`src/rtl/dense_layer_sequencer.sv`:
```
`default_nettype none
// ============================================================================
// Module   : dense_layer_sequencer
// Brief    : Runs one fully-connected layer one neuron at a time on a single
//            serial MAC, with bias add, floor shift, saturation and optional ReLU.
// Revision : 1.0
// ============================================================================
module dense_layer_sequencer #(
  parameter int N           = 16,
  parameter int Q           = 8,
  parameter int NUM_INPUTS  = 16,
  parameter int NUM_NEURONS = 4,
  parameter int ACT_RELU    = 1,
  localparam int c_iaw = (NUM_INPUTS > 1) ? $clog2(NUM_INPUTS) : 1,
  localparam int c_waw = (NUM_INPUTS * NUM_NEURONS > 1) ? $clog2(NUM_INPUTS * NUM_NEURONS) : 1,
  localparam int c_baw = (NUM_NEURONS > 1) ? $clog2(NUM_NEURONS) : 1
) (
  input  logic             clk,
  input  logic             reset,
  input  logic             start,
  output logic             busy,
  output logic             done,
  output logic [c_iaw-1:0] in_addr,
  input  logic [N-1:0]     in_data,
  output logic [c_waw-1:0] w_addr,
  input  logic [N-1:0]     w_data,
  output logic [c_baw-1:0] b_addr,
  input  logic [N-1:0]     b_data,
  output logic             out_wr_en,
  output logic [c_baw-1:0] out_addr,
  output logic [N-1:0]     out_data
);

  localparam int c_aw = 2 * N + c_iaw + 1;

  typedef enum logic [2:0] {
    S_IDLE  = 3'd0,
    S_ISSUE = 3'd1,
    S_MAC   = 3'd2,
    S_FINAL = 3'd3,
    S_DONE  = 3'd4
  } state_t;

  state_t                   r_state;
  logic [c_iaw-1:0]         r_k;
  logic [c_baw-1:0]         r_neuron;
  logic signed [c_aw-1:0]   r_acc;
  logic signed [N-1:0]      r_bias;

  logic signed [2*N-1:0]    w_in_ext;
  logic signed [2*N-1:0]    w_wt_ext;
  logic signed [2*N-1:0]    w_prod;
  logic signed [c_aw-1:0]   w_sum;
  logic signed [c_aw-1:0]   w_shift;
  logic [N-1:0]             w_act;

  // Operands are widened first so the low 2N bits hold the exact signed product.
  assign w_in_ext = {{N{in_data[N-1]}}, in_data};
  assign w_wt_ext = {{N{w_data[N-1]}}, w_data};
  assign w_prod   = w_in_ext * w_wt_ext;
  assign w_sum    = r_acc + (c_aw'(r_bias) <<< Q);
  assign w_shift  = w_sum >>> Q;

  always_comb begin
    w_act = w_shift[N-1:0];
    if (w_shift[c_aw-1:N-1] != {(c_aw-N+1){w_shift[c_aw-1]}}) begin
      w_act = w_shift[c_aw-1] ? {1'b1, {(N-1){1'b0}}} : {1'b0, {(N-1){1'b1}}};
    end
    if ((ACT_RELU != 0) && w_act[N-1]) begin
      w_act = '0;
    end
  end

  // Addresses are registered one cycle ahead so read data lines up with r_k.
  always_ff @(posedge clk) begin
    if (reset) begin
      r_state   <= S_IDLE;
      r_k       <= '0;
      r_neuron  <= '0;
      r_acc     <= '0;
      r_bias    <= '0;
      busy      <= 1'b0;
      done      <= 1'b0;
      in_addr   <= '0;
      w_addr    <= '0;
      b_addr    <= '0;
      out_wr_en <= 1'b0;
      out_addr  <= '0;
      out_data  <= '0;
    end else begin
      out_wr_en <= 1'b0;
      done      <= 1'b0;
      case (r_state)
        S_IDLE: begin
          if (start) begin
            r_neuron <= '0;
            in_addr  <= '0;
            w_addr   <= '0;
            b_addr   <= '0;
            busy     <= 1'b1;
            r_state  <= S_ISSUE;
          end
        end
        S_ISSUE: begin
          r_acc <= '0;
          r_k   <= '0;
          if (NUM_INPUTS > 1) begin
            in_addr <= in_addr + c_iaw'(1);
            w_addr  <= w_addr + c_waw'(1);
          end
          r_state <= S_MAC;
        end
        S_MAC: begin
          r_acc <= r_acc + c_aw'(w_prod);
          if (r_k == '0) begin
            r_bias <= b_data;
          end
          if (int'(r_k) + 2 < NUM_INPUTS) begin
            in_addr <= in_addr + c_iaw'(1);
            w_addr  <= w_addr + c_waw'(1);
          end
          if (int'(r_k) == NUM_INPUTS - 1) begin
            r_state <= S_FINAL;
          end else begin
            r_k <= r_k + c_iaw'(1);
          end
        end
        S_FINAL: begin
          out_data  <= w_act;
          out_addr  <= r_neuron;
          out_wr_en <= 1'b1;
          if (int'(r_neuron) + 1 < NUM_NEURONS) begin
            r_neuron <= r_neuron + c_baw'(1);
            b_addr   <= b_addr + c_baw'(1);
            in_addr  <= '0;
            w_addr   <= w_addr + c_waw'(1);
            r_state  <= S_ISSUE;
          end else begin
            r_state <= S_DONE;
          end
        end
        S_DONE: begin
          done    <= 1'b1;
          busy    <= 1'b0;
          r_state <= S_IDLE;
        end
        default: r_state <= S_IDLE;
      endcase
    end
  end

endmodule
`default_nettype wire
```
`config.mk`:
```
export PLATFORM = sky130hd
export DESIGN_NAME = dense_layer_sequencer
export DESIGN_NICKNAME = d
export VERILOG_FILES = /design/src/rtl/dense_layer_sequencer.sv
export SDC_FILE = /design/constraint.sdc
export NUM_CORES = 1
export LEC_CHECK = 0
export ABC_AREA = 1
export BUFFER_PORTS_ARGS = -buffer_cell sky130_fd_sc_hd__buf_2
export CORE_AREA = 2 2 211 161
export CTS_BUF_LIST = sky130_fd_sc_hd__clkbuf_2 sky130_fd_sc_hd__clkbuf_4 sky130_fd_sc_hd__clkbuf_8
export DETAILED_ROUTE_END_ITERATION = 10
export DIE_AREA = 0 0 213 163
export GPL_TIMING_DRIVEN = 0
export PLACE_DENSITY_LB_ADDON = 0.08
export SLEW_MARGIN = 0
export SYNTH_ARGS = -nofsm -noshare
export SYNTH_HDL_FRONTEND = slang
export SYNTH_SLANG_ARGS = --single-unit
```
`constraint.sdc`:
```
create_clock -name clk -period 14.6 [get_ports clk]
set_input_delay 2.92 -clock clk [delete_from_list [all_inputs] [get_ports clk]]
set_output_delay 2.92 -clock clk [all_outputs]
set_load 0.05 [all_outputs]
```
==> results of run 1 <==
[through the flow]
stage,cell area [um^2],cells
CTS,18700,2899
floorplan,17700,2382
global route,18700,2899
finish,18700,2899
global placement,18600,2884
detailed placement,18600,2884
[cell families (layout without fill, tap and decap cells)]
group,count (synthesis),after routing
XOR/XNOR,27,27
flip-flops,94,94
adder cells (fa/ha/maj),461,461
other,1,1
AND/OR/NAND/NOR,855,855
buffers and inverters,696,763
AO/OA/AOI/OAI,248,248
[layout by cell type (no fill, tap or decap), drive strengths merged, types with 8 or more instances in the layout]
master and count:
nand4 12, nor2 144, inv 609, buf 60, xnor2 8, o21ai 71
nor3 21, nand3 55, nand2 592, o21bai 9, ha 142, dfxtp 94
clkbuf 89, a21oi 144, xor2 19, or2 14, fa 319
[layer usage]
layer / routed length [um] / track usage [%]
met1: 21800 / 42.6
met2: 20500 / 45.5
met3: 3720 / 6.31
met4: 637 / 4.86
met5: 0 / 0
[area by class of cell]
type                       count  share of cell area, %
timing repair buffer          52                   1.39
clock inverter                 5                  0.200
buffer                        87                   1.84
multi-input combinational   1592                   70.6
inverter                     609                   12.2
sequential                    94                   10.0
clock buffer                  10                  0.701
tap                          450                   3.00
[final timing paths]
check	start	to	slack, ns	depth (start not counted)
max reg2reg	r_acc[15]	r_acc[34]	9.39	22
min	b_addr[1]	b_addr[1]	0.47	1
max	in_data[9]	r_acc[36]	5.23	26
min reg2reg	b_addr[1]	b_addr[1]	0.47	1
[registers in the layout, indices dropped and copies added, names as in the netlist]
register   cells
w_addr         6
out_data      15
r_state        3
busy           1
r_k            4
done           1
b_addr         2
out_addr       2
r_acc         37
out_wr_en      1
r_bias        16
r_neuron       2
in_addr        4
==> metrics.md, run 1 <==
| Metric | Value |
|---|---|
| WP data arrival | `9.64 ns` |
| Placement row count | `58` |
| Antenna violations before repair | `1` |
| Synth Area in Simple Gates | `19.7%` |
| Aggregate global routing overflow | `0` |
| Average size of a mapped cell | `7.45 um^2` |
| Top-count cell post-synth | `inv_1` |
| Synth warnings | `0` |
| WL/cell | `16.1 um` |
| Combinational family with the most area after synthesis | `adder cells` |
| Filler Cell Count | `3,247` |
| Number of synthesized register bits | `94` |
| Share of cells above drive strength 1 | `4.61%` |
| Number of synthesized flops with an enable pin | `0` |
| Top cell type by total area after synthesis | `fa_1` |
| Via count | `14,800` |
| Netlist cell types | `45` |
| Largest cells by area after synthesis | `fa_1 (36%), inv_1 (13%), nand2_1 (12%)` |
| Via density | `5.12` |
| Cts repair resizes | `0` |
| WHS | `0.468 ns` |
| Vias in the first global route | `15,100` |
| Area delta synth->final | `5.59%` |
| Reg area | `1880 um^2` |
| Mapped Cells | `2,382` |
| CP max-delay cell | `clkbuf_1` |
| Slew headroom | `27.6%` |
| CTS tree | `built` |
| Critical Path RT | `14.86 ns` |
| Setup Buffers After CTS | `0` |
| CTS buffer count | `9` |
| Max Fanout on Critical Path | `10` |
| Adder and majority gate portion of the synthesized area | `46.0%` |
| Worst Hold Class | `reg2reg` |
| Mapped Area | `17,700 um^2` |
| Net count after synthesis | `2,894` |
| DP Wirelength | `40,800 um` |
| Largest net degree at the start of global routing | `21` |
| RSZ-0062 raised after global routing | `false` |
| Fmax achieved | `107 MHz` |
| Worst-path clk slew | `0.10 ns` |
| Clock sink total | `94` |
| Max-slew violation count | `0` |
| Total length of routed wires | `46,600 um` |
| Synth Area in XOR/XNOR | `1.33%` |
| Gr usage total | `29.2%` |
| First-pass detailed-route iteration total | `5` |
| Worst Skew | `0.0113 ns` |
| Post-synthesis mux area share | `0%` |
| Top cell types by occurrence after synthesis | `inv_1 (607), nand2_1 (580), fa_1 (319), a21oi_1 (143), ha_1 (142)` |
| Worst path bufs/invs | `8` |
| N_diodes | `0` |
| Core area | `32,900 um^2` |
| RePlAce Congestion | `0.930` |
| Async set or reset register ratio after synthesis | `0%` |
| Setup TNS Final | `0 ns` |
| Longest Clk Path Bufs | `2` |
| Tmin final | `9.37 ns` |
| # hold bufs at CTS | `0` |
| Final core utilization | `57.0%` |
| PnR worst setup slack | `5.23 ns` |
| I/O pin count | `84` |
| DRC | `0` |
| CP Launch Type | `input pin` |
| Crit Path Class | `in2reg` |
| Iteration-0 DRC Markers | `1,271` |
| H-tree depth | `3` |
| Multi-input gate area | `13,200 um^2` |
| Final Hold Viols | `0` |
| Outcome | `complete, no violations` |
| Top cell type's share of synthesized area | `36.0%` |
| Clk Latency, worst-skew pair | `0.40 ns` |
| Routed Antenna Nets | `0` |
| Ys flop type | `dfxtp_1` |
| Root Buffer Master | `clkbuf_8` |
| Setup WS pre-CTS | `4.91 ns` |
| Final setup violation count | `0` |
| CP endpoint kind | `flop` |
| DIE AREA | `34,700 um^2` |
| Synth Area in Compound Gates | `7.52%` |
| Number of port buffers | `52` |
| Worst slew pin tran | `1.08 ns` |
| Max Cap Viol | `0` |
| Crit path largest cell delay | `0.55 ns` |
| Die W | `213 um` |
| Tcrit/Tclk final | `64.2%` |
| Die Y | `163 um` |
| Seq/Total Area, Yosys | `10.6%` |
| Initial Util | `54.0%` |
| Wire length of the first global-routing pass | `77,900 um` |
| CP top delay family | `adder cells` |
| Nets | `2,957` |
Power of run 1 is not shown: default switching activity piles up to over one toggle a cycle in this logic, so the estimate is an artifact.
==> inputs of run 2 (changes only) <==
==> constraint.sdc (replaced) <==
create_clock -name clk -period 7.6 [get_ports clk]
set_input_delay 1.52 -clock clk [delete_from_list [all_inputs] [get_ports clk]]
set_output_delay 1.52 -clock clk [all_outputs]
set_load 0.05 [all_outputs]
==> run 2 against run 1 <==
Against the previous run:
- clock skew fell by 0.00077 ns
- sequential share of layout area fell by 0.053 points
- non-clock buffer count did not move
- cell count did not move
- die area did not move
- utilization rose by 0.30 points
- critical path type unchanged
- critical endpoint is now r_acc[34]
- largest cell class unchanged
==> metrics.md, run 2 (synthesized netlist as in run 1, its figures left out) <==
| Metric | Value |
|---|---|
| Outcome | `complete, no violations (unchanged)` |
| CP endpoint kind | `flop (unchanged)` |
| Top Registers | `r_acc x37, r_bias x16, out_data x15 (unchanged)` |
| Fmax achieved | `136 MHz` |
| Clk Latency, worst-skew pair | `0.40 ns (about the same)` |
| RePlAce Congestion | `0.930 (unchanged)` |
| Slew headroom | `24.7% (was 27.6%)` |
| Final Hold Viols | `0 (unchanged)` |
| DP Cell Count | `2,884 (unchanged)` |
| Max-slew violation count | `0 (unchanged)` |
| First-pass detailed-route iteration total | `5 (unchanged)` |
| Clock sink total | `94 (unchanged)` |
| Crit path largest cell delay | `0.55 ns (about the same)` |
| Tcrit/Tclk final | `96.4%` |
| Via count | `14,800 (about the same)` |
| WP data arrival | `7.64 ns (was 9.64 ns)` |
| Die Y | `163 um (unchanged)` |
| Antenna violations before repair | `1 (unchanged)` |
| N_diodes | `0 (unchanged)` |
| Total length of routed wires | `46,600 um (about the same)` |
| Gr usage total | `29.2% (about the same)` |
| Routed Antenna Nets | `0 (unchanged)` |
| Worst Skew | `0.0106 ns (was 0.0113 ns)` |
| Worst slew pin tran | `1.12 ns (was 1.08 ns)` |
| Core area | `32,900 um^2 (unchanged)` |
| Iteration-0 DRC Markers | `1,229 (was 1,271)` |
| DRC | `0 (unchanged)` |
| Initial Util | `54.0% (unchanged)` |
| Root Buffer Master | `clkbuf_8 (unchanged)` |
| Worst Hold Class | `reg2reg (unchanged)` |
| DP Wirelength | `40,800 um (unchanged)` |
| Most common cell after layout, fill and taps aside | `inv_1 (unchanged)` |
| Longest Clk Path Bufs | `2 (unchanged)` |
| DIE AREA | `34,700 um^2 (unchanged)` |
| Area delta synth->final | `6.15% (was 5.59%)` |
| Number of port buffers | `52 (unchanged)` |
| Biggest register | `r_acc (unchanged)` |
| Crit Path Class | `in2reg (unchanged)` |
| Crit. Startpoint | `in_data[6] (was in_data[9])` |
| Max Fanout on Critical Path | `10 (unchanged)` |
| Most frequent cells in the layout | `inv_1 (607), nand2_1 (580), fa_1 (318) (was inv_1 (607), nand2_1 (580), fa_1 (319))` |
| Tmin final | `7.33 ns` |
| Nets | `2,957 (unchanged)` |
| Hold Crit Start | `b_addr[1] (unchanged)` |
| CTS buffer count | `9 (unchanged)` |
| WL/cell | `16.1 um (about the same)` |
| Max Cap Viol | `0 (unchanged)` |
| Vias in the first global route | `15,100 (about the same)` |
| RSZ-0062 raised after global routing | `false (unchanged)` |
| Critical Path RT | `7.92 ns (was 14.86 ns)` |
| Placement row count | `58 (unchanged)` |
| CP max-delay cell | `fa_1 (was clkbuf_1)` |
| Aggregate global routing overflow | `0 (unchanged)` |
| Share of cells above drive strength 1 | `6.82% (was 4.61%)` |
| CP Launch Type | `input pin (unchanged)` |
| Max reg flops | `37 (unchanged)` |
| Final setup violation count | `0 (unchanged)` |
| Non-Filler Instances | `2,899 (unchanged)` |
| H-tree depth | `3 (unchanged)` |
| Wire length of the first global-routing pass | `78,000 um (was 77,900 um)` |
| CTS tree | `built (unchanged)` |
| Reg2reg start | `r_acc[15] (unchanged)` |
| Filler Cell Count | `3,238 (was 3,247)` |
| Largest net degree at the start of global routing | `21 (unchanged)` |
| Worst-path clk slew | `0.10 ns (about the same)` |
| I/O pin count | `84 (unchanged)` |
| Via density | `5.09 (was 5.12)` |
| # hold bufs at CTS | `0 (unchanged)` |
| Die W | `213 um (unchanged)` |
[run 2: worst paths after layout]
check | endpoint | depth (start not counted) | slack (ns)
max reg2reg | r_acc[34] | 22 | 2.37
max | r_acc[34] | 27 | 0.27
min reg2reg | b_addr[1] | 1 | 0.47
min | b_addr[1] | 1 | 0.47
[run 2: area by class of cell]
| class | count | area (um^2) | share of cell area, % |
|---|---|---|---|
| Buffer | 87 | 429 | 2.28 |
| Clock buffer | 10 | 131 | 0.697 |
| Clock inverter | 5 | 37.5 | 0.199 |
| Inverter | 609 | 2290 | 12.1 |
| Multi-Input combinational cell | 1592 | 13300 | 70.3 |
| Sequential cell | 94 | 1880 | 9.99 |
| Tap cell | 450 | 563 | 2.99 |
| Timing Repair Buffer | 52 | 260 | 1.38 |
[run 2: metrics by stage]
step	TNS, ns	area (um^2)	hold slack [ns]	setup slack [ns]	util (%)
2_1_floorplan	0	17700	0.445	0.571	-
3_3_place_gp	-5.68	18600	0.446	-0.623	56.5
4_1_cts	0	18800	0.467	0.000820	57.1
6_report	0	18800	0.468	0.273	57.3
3_5_place_dp	-6.47	18600	0.446	-0.685	56.5
5_1_grt	0	18800	0.485	0.00466	57.3
[run 2: what timing repair did]
action / CTS / global route
resized for setup: 20 / 86
endpoints found under the hold margin: 0 / 0
setup endpoints to repair: 5 / 16
pin swaps: 0 / 1
setup buffers: 0 / 0
[run 2: metal layers]
layer  part of all wire [%]  GRT usage (%)  vias up  wire (um)
li1                       -              -     7149          -
met1                     47           42.7     7143      21800
met2                     44           45.6      420      20600
met3                    7.9           6.15       40       3670
met4                    1.2           4.61        0        553
met5                      0              0        -          0
[run 2: critical path, delay by kind of cell]
kind	cells	cell delay, ns
adders and majority gates	7	3.35
AOI/OAI and AO/OA	5	1.01
buffers and inverters	8	0.96
and+or+nand+nor	7	0.79
Power of run 2 is left out for the same reason.
==> inputs of run 3 (changes only) <==
--- a/config.mk
+++ b/config.mk
@@ -7,10 +7,13 @@
 export LEC_CHECK = 0
 export ABC_AREA = 1
 export BUFFER_PORTS_ARGS = -buffer_cell sky130_fd_sc_hd__buf_2
-export CORE_AREA = 2 2 211 161
+export CELL_PAD_IN_SITES_DETAIL_PLACEMENT = 1
+export CELL_PAD_IN_SITES_GLOBAL_PLACEMENT = 1
+export CORE_AREA = 2 2 235 179
 export CTS_BUF_LIST = sky130_fd_sc_hd__clkbuf_2 sky130_fd_sc_hd__clkbuf_4 sky130_fd_sc_hd__clkbuf_8
 export DETAILED_ROUTE_END_ITERATION = 10
-export DIE_AREA = 0 0 213 163
+export DIE_AREA = 0 0 237 181
+export GPL_ROUTABILITY_DRIVEN = 0
 export GPL_TIMING_DRIVEN = 0
 export PLACE_DENSITY_LB_ADDON = 0.08
 export SLEW_MARGIN = 0
==> run 3 against run 2 <==
Against the previous run:
- count of clock-buffer cells in the layout did not move
- die area rose by 24%
- critical path type unchanged
- first-iteration DRC count fell by 29%
- flip-flop and latch count did not move
- cell area rose by 0.92%
- maximum frequency fell by 0.12%
- sequential share of layout area fell by 0.091 points
==> metrics.md, run 3 (synthesized netlist as in run 1, its figures left out) <==
| Metric | Value |
|---|---|
| Crit Path Class | `in2reg (unchanged)` |
| Via count | `15,000 (was 14,800)` |
| Vias in the first global route | `16,500 (was 15,100)` |
| # hold bufs at CTS | `0 (unchanged)` |
| CTS tree | `built (unchanged)` |
| First-pass detailed-route iteration total | `5 (unchanged)` |
| Clk Latency, worst-skew pair | `0.41 ns (was 0.40 ns)` |
| Via density | `5.05 (was 5.09)` |
| Critical Path RT | `7.87 ns (was 7.92 ns)` |
| Final Hold Viols | `0 (unchanged)` |
| R2R Setup Slk | `2.34 ns (was 2.37 ns)` |
| Worst Hold Class | `reg2reg (unchanged)` |
| Initial Util | `43.9% (was 54.0%)` |
| H-tree depth | `3 (unchanged)` |
| Share of cells above drive strength 1 | `7.18% (was 6.82%)` |
| Core area | `40,400 um^2 (was 32,900 um^2)` |
| Aggregate global routing overflow | `0 (unchanged)` |
| Max Cap Viol | `0 (unchanged)` |
| Fmax achieved | `136 MHz (about the same)` |
| Tmin final | `7.34 ns (was 7.33 ns)` |
| DIE AREA | `42,900 um^2 (was 34,700 um^2)` |
| Tcrit/Tclk final | `96.5% (was 96.4%)` |
| WP data arrival | `7.61 ns (was 7.64 ns)` |
| Max Fanout on Critical Path | `10 (unchanged)` |
| CTS buffer count | `9 (unchanged)` |
| Routed Antenna Nets | `0 (unchanged)` |
| CP endpoint kind | `flop (unchanged)` |
| Nets | `2,959 (was 2,957)` |
| WHS | `0.471 ns (was 0.468 ns)` |
| Final core utilization | `47.0% (was 57.3%)` |
| CP Launch Type | `input pin (unchanged)` |
| Clock sink total | `94 (unchanged)` |
| Worst slew pin tran | `1.20 ns (was 1.12 ns)` |
| Number of port buffers | `52 (unchanged)` |
| Max reg flops | `37 (unchanged)` |
| Die W | `237 um (was 213 um)` |
| Antenna violations before repair | `1 (unchanged)` |
| N_diodes | `0 (unchanged)` |
| Placement row count | `64 (was 58)` |
| Root Buffer Master | `clkbuf_8 (unchanged)` |
| Biggest register | `r_acc (unchanged)` |
| Gr usage total | `26.8% (was 29.2%)` |
| Top Registers | `r_acc x37, r_bias x16, out_data x15 (unchanged)` |
| Outcome | `complete, no violations (unchanged)` |
| Die Y | `181 um (was 163 um)` |
| Final setup violation count | `0 (unchanged)` |
| Iteration-0 DRC Markers | `869 (was 1,229)` |
| Most frequent cells in the layout | `inv_1 (606), nand2_1 (580), fa_1 (318) (was inv_1 (607), nand2_1 (580), fa_1 (318))` |
| Multi-input gate area | `13,300 um^2 (about the same)` |
| Longest Clk Path Bufs | `2 (unchanged)` |
| Max-slew violation count | `0 (unchanged)` |
| Total length of routed wires | `53,700 um (was 46,600 um)` |
| Wire length of the first global-routing pass | `89,000 um (was 78,000 um)` |
| Reg area | `1880 um^2 (unchanged)` |
| Worst Skew | `0.0135 ns (was 0.0106 ns)` |
| Area delta synth->final | `7.13% (was 6.15%)` |
| WL/cell | `18.0 um (was 16.1 um)` |
| Slew headroom | `19.7% (was 24.7%)` |
| Largest net degree at the start of global routing | `21 (unchanged)` |
| DRC | `0 (unchanged)` |
| Filler Cell Count | `5,160 (was 3,238)` |
| I/O pin count | `84 (unchanged)` |
| DP Wirelength | `47,600 um (was 40,800 um)` |
| Most common cell after layout, fill and taps aside | `inv_1 (unchanged)` |
| Worst-path clk slew | `0.10 ns (about the same)` |
-- run 3: cell types whose count changed in the layout (fill, tap and decap cells not counted), moves of 2 or more --
| cell | delta |
|---|---|
| inv_6 | +3 |
| clkbuf_2 | -3 |
| clkbuf_1 | -4 |
| clkbuf_4 | +2 |
| buf_2 | +4 |
| buf_4 | +4 |
-- run 3: per-stage QoR --
stage	TNS (ns)	std cells	setup WS [ns]	cell area, um^2
after floorplan	0	2382	0.571	17700
after global placement	-7.62	2962	-0.702	18700
after detailed placement	-9.53	2962	-0.814	18700
after CTS	0	2978	0.00255	18900
after global routing	-0.0468	2980	-0.0468	19000
final	0	2980	0.264	19000
-- run 3: layout make-up --
type	count	area share, %
multi-input combinational	1592	69.7
inverter	609	12.0
sequential	94	9.90
tap	528	3.47
buffer	87	2.34
timing repair buffer	54	1.45
clock buffer	10	0.691
clock inverter	6	0.401
-- run 3: layer usage --
metal	GRT usage, %	wire length [um]	vias to the layer above
met5	0	0	-
li1	-	-	7154
met3	4.55	2640	31
met4	3.59	526	0
met2	44.0	25100	243
met1	38.0	25400	7616
-- run 3: critical path, cell delays in order --
cell	delay (ns)
buf_2	0.17
buf_4	0.21
nand2_1	0.16
inv_1	0.08
fa_1	0.68
fa_2	0.59
buf_4	0.19
fa_1	0.46
fa_1	0.50
fa_1	0.48
inv_1	0.05
fa_1	0.47
inv_1	0.04
ha_1	0.39
nand2_1	0.16
nor2_1	0.21
nand2_1	0.15
nor4_1	0.19
nand2_1	0.15
o2111ai_1	0.21
nand2_1	0.11
nand2_1	0.10
a21oi_1	0.06
o21ai_0	0.16
a21oi_1	0.10
-- run 3: path summary, 6_finish.rpt --
check	start	to	depth (start not counted)
worst max-delay path	in_data[15]	r_acc[33]	25
worst min-delay path	out_data[13]	out_data[13]	2
worst max register to register	r_acc[15]	r_acc[34]	23
worst min register to register	out_data[13]	out_data[13]	2
-- run 3: repair_timing --
item / in CTS / in global routing
resized for setup: 31 / 89
setup endpoints to repair: 11 / 16
pin swaps: 0 / 1
buffers inserted: 0 / 2
Power of run 3 is left out for the same reason.
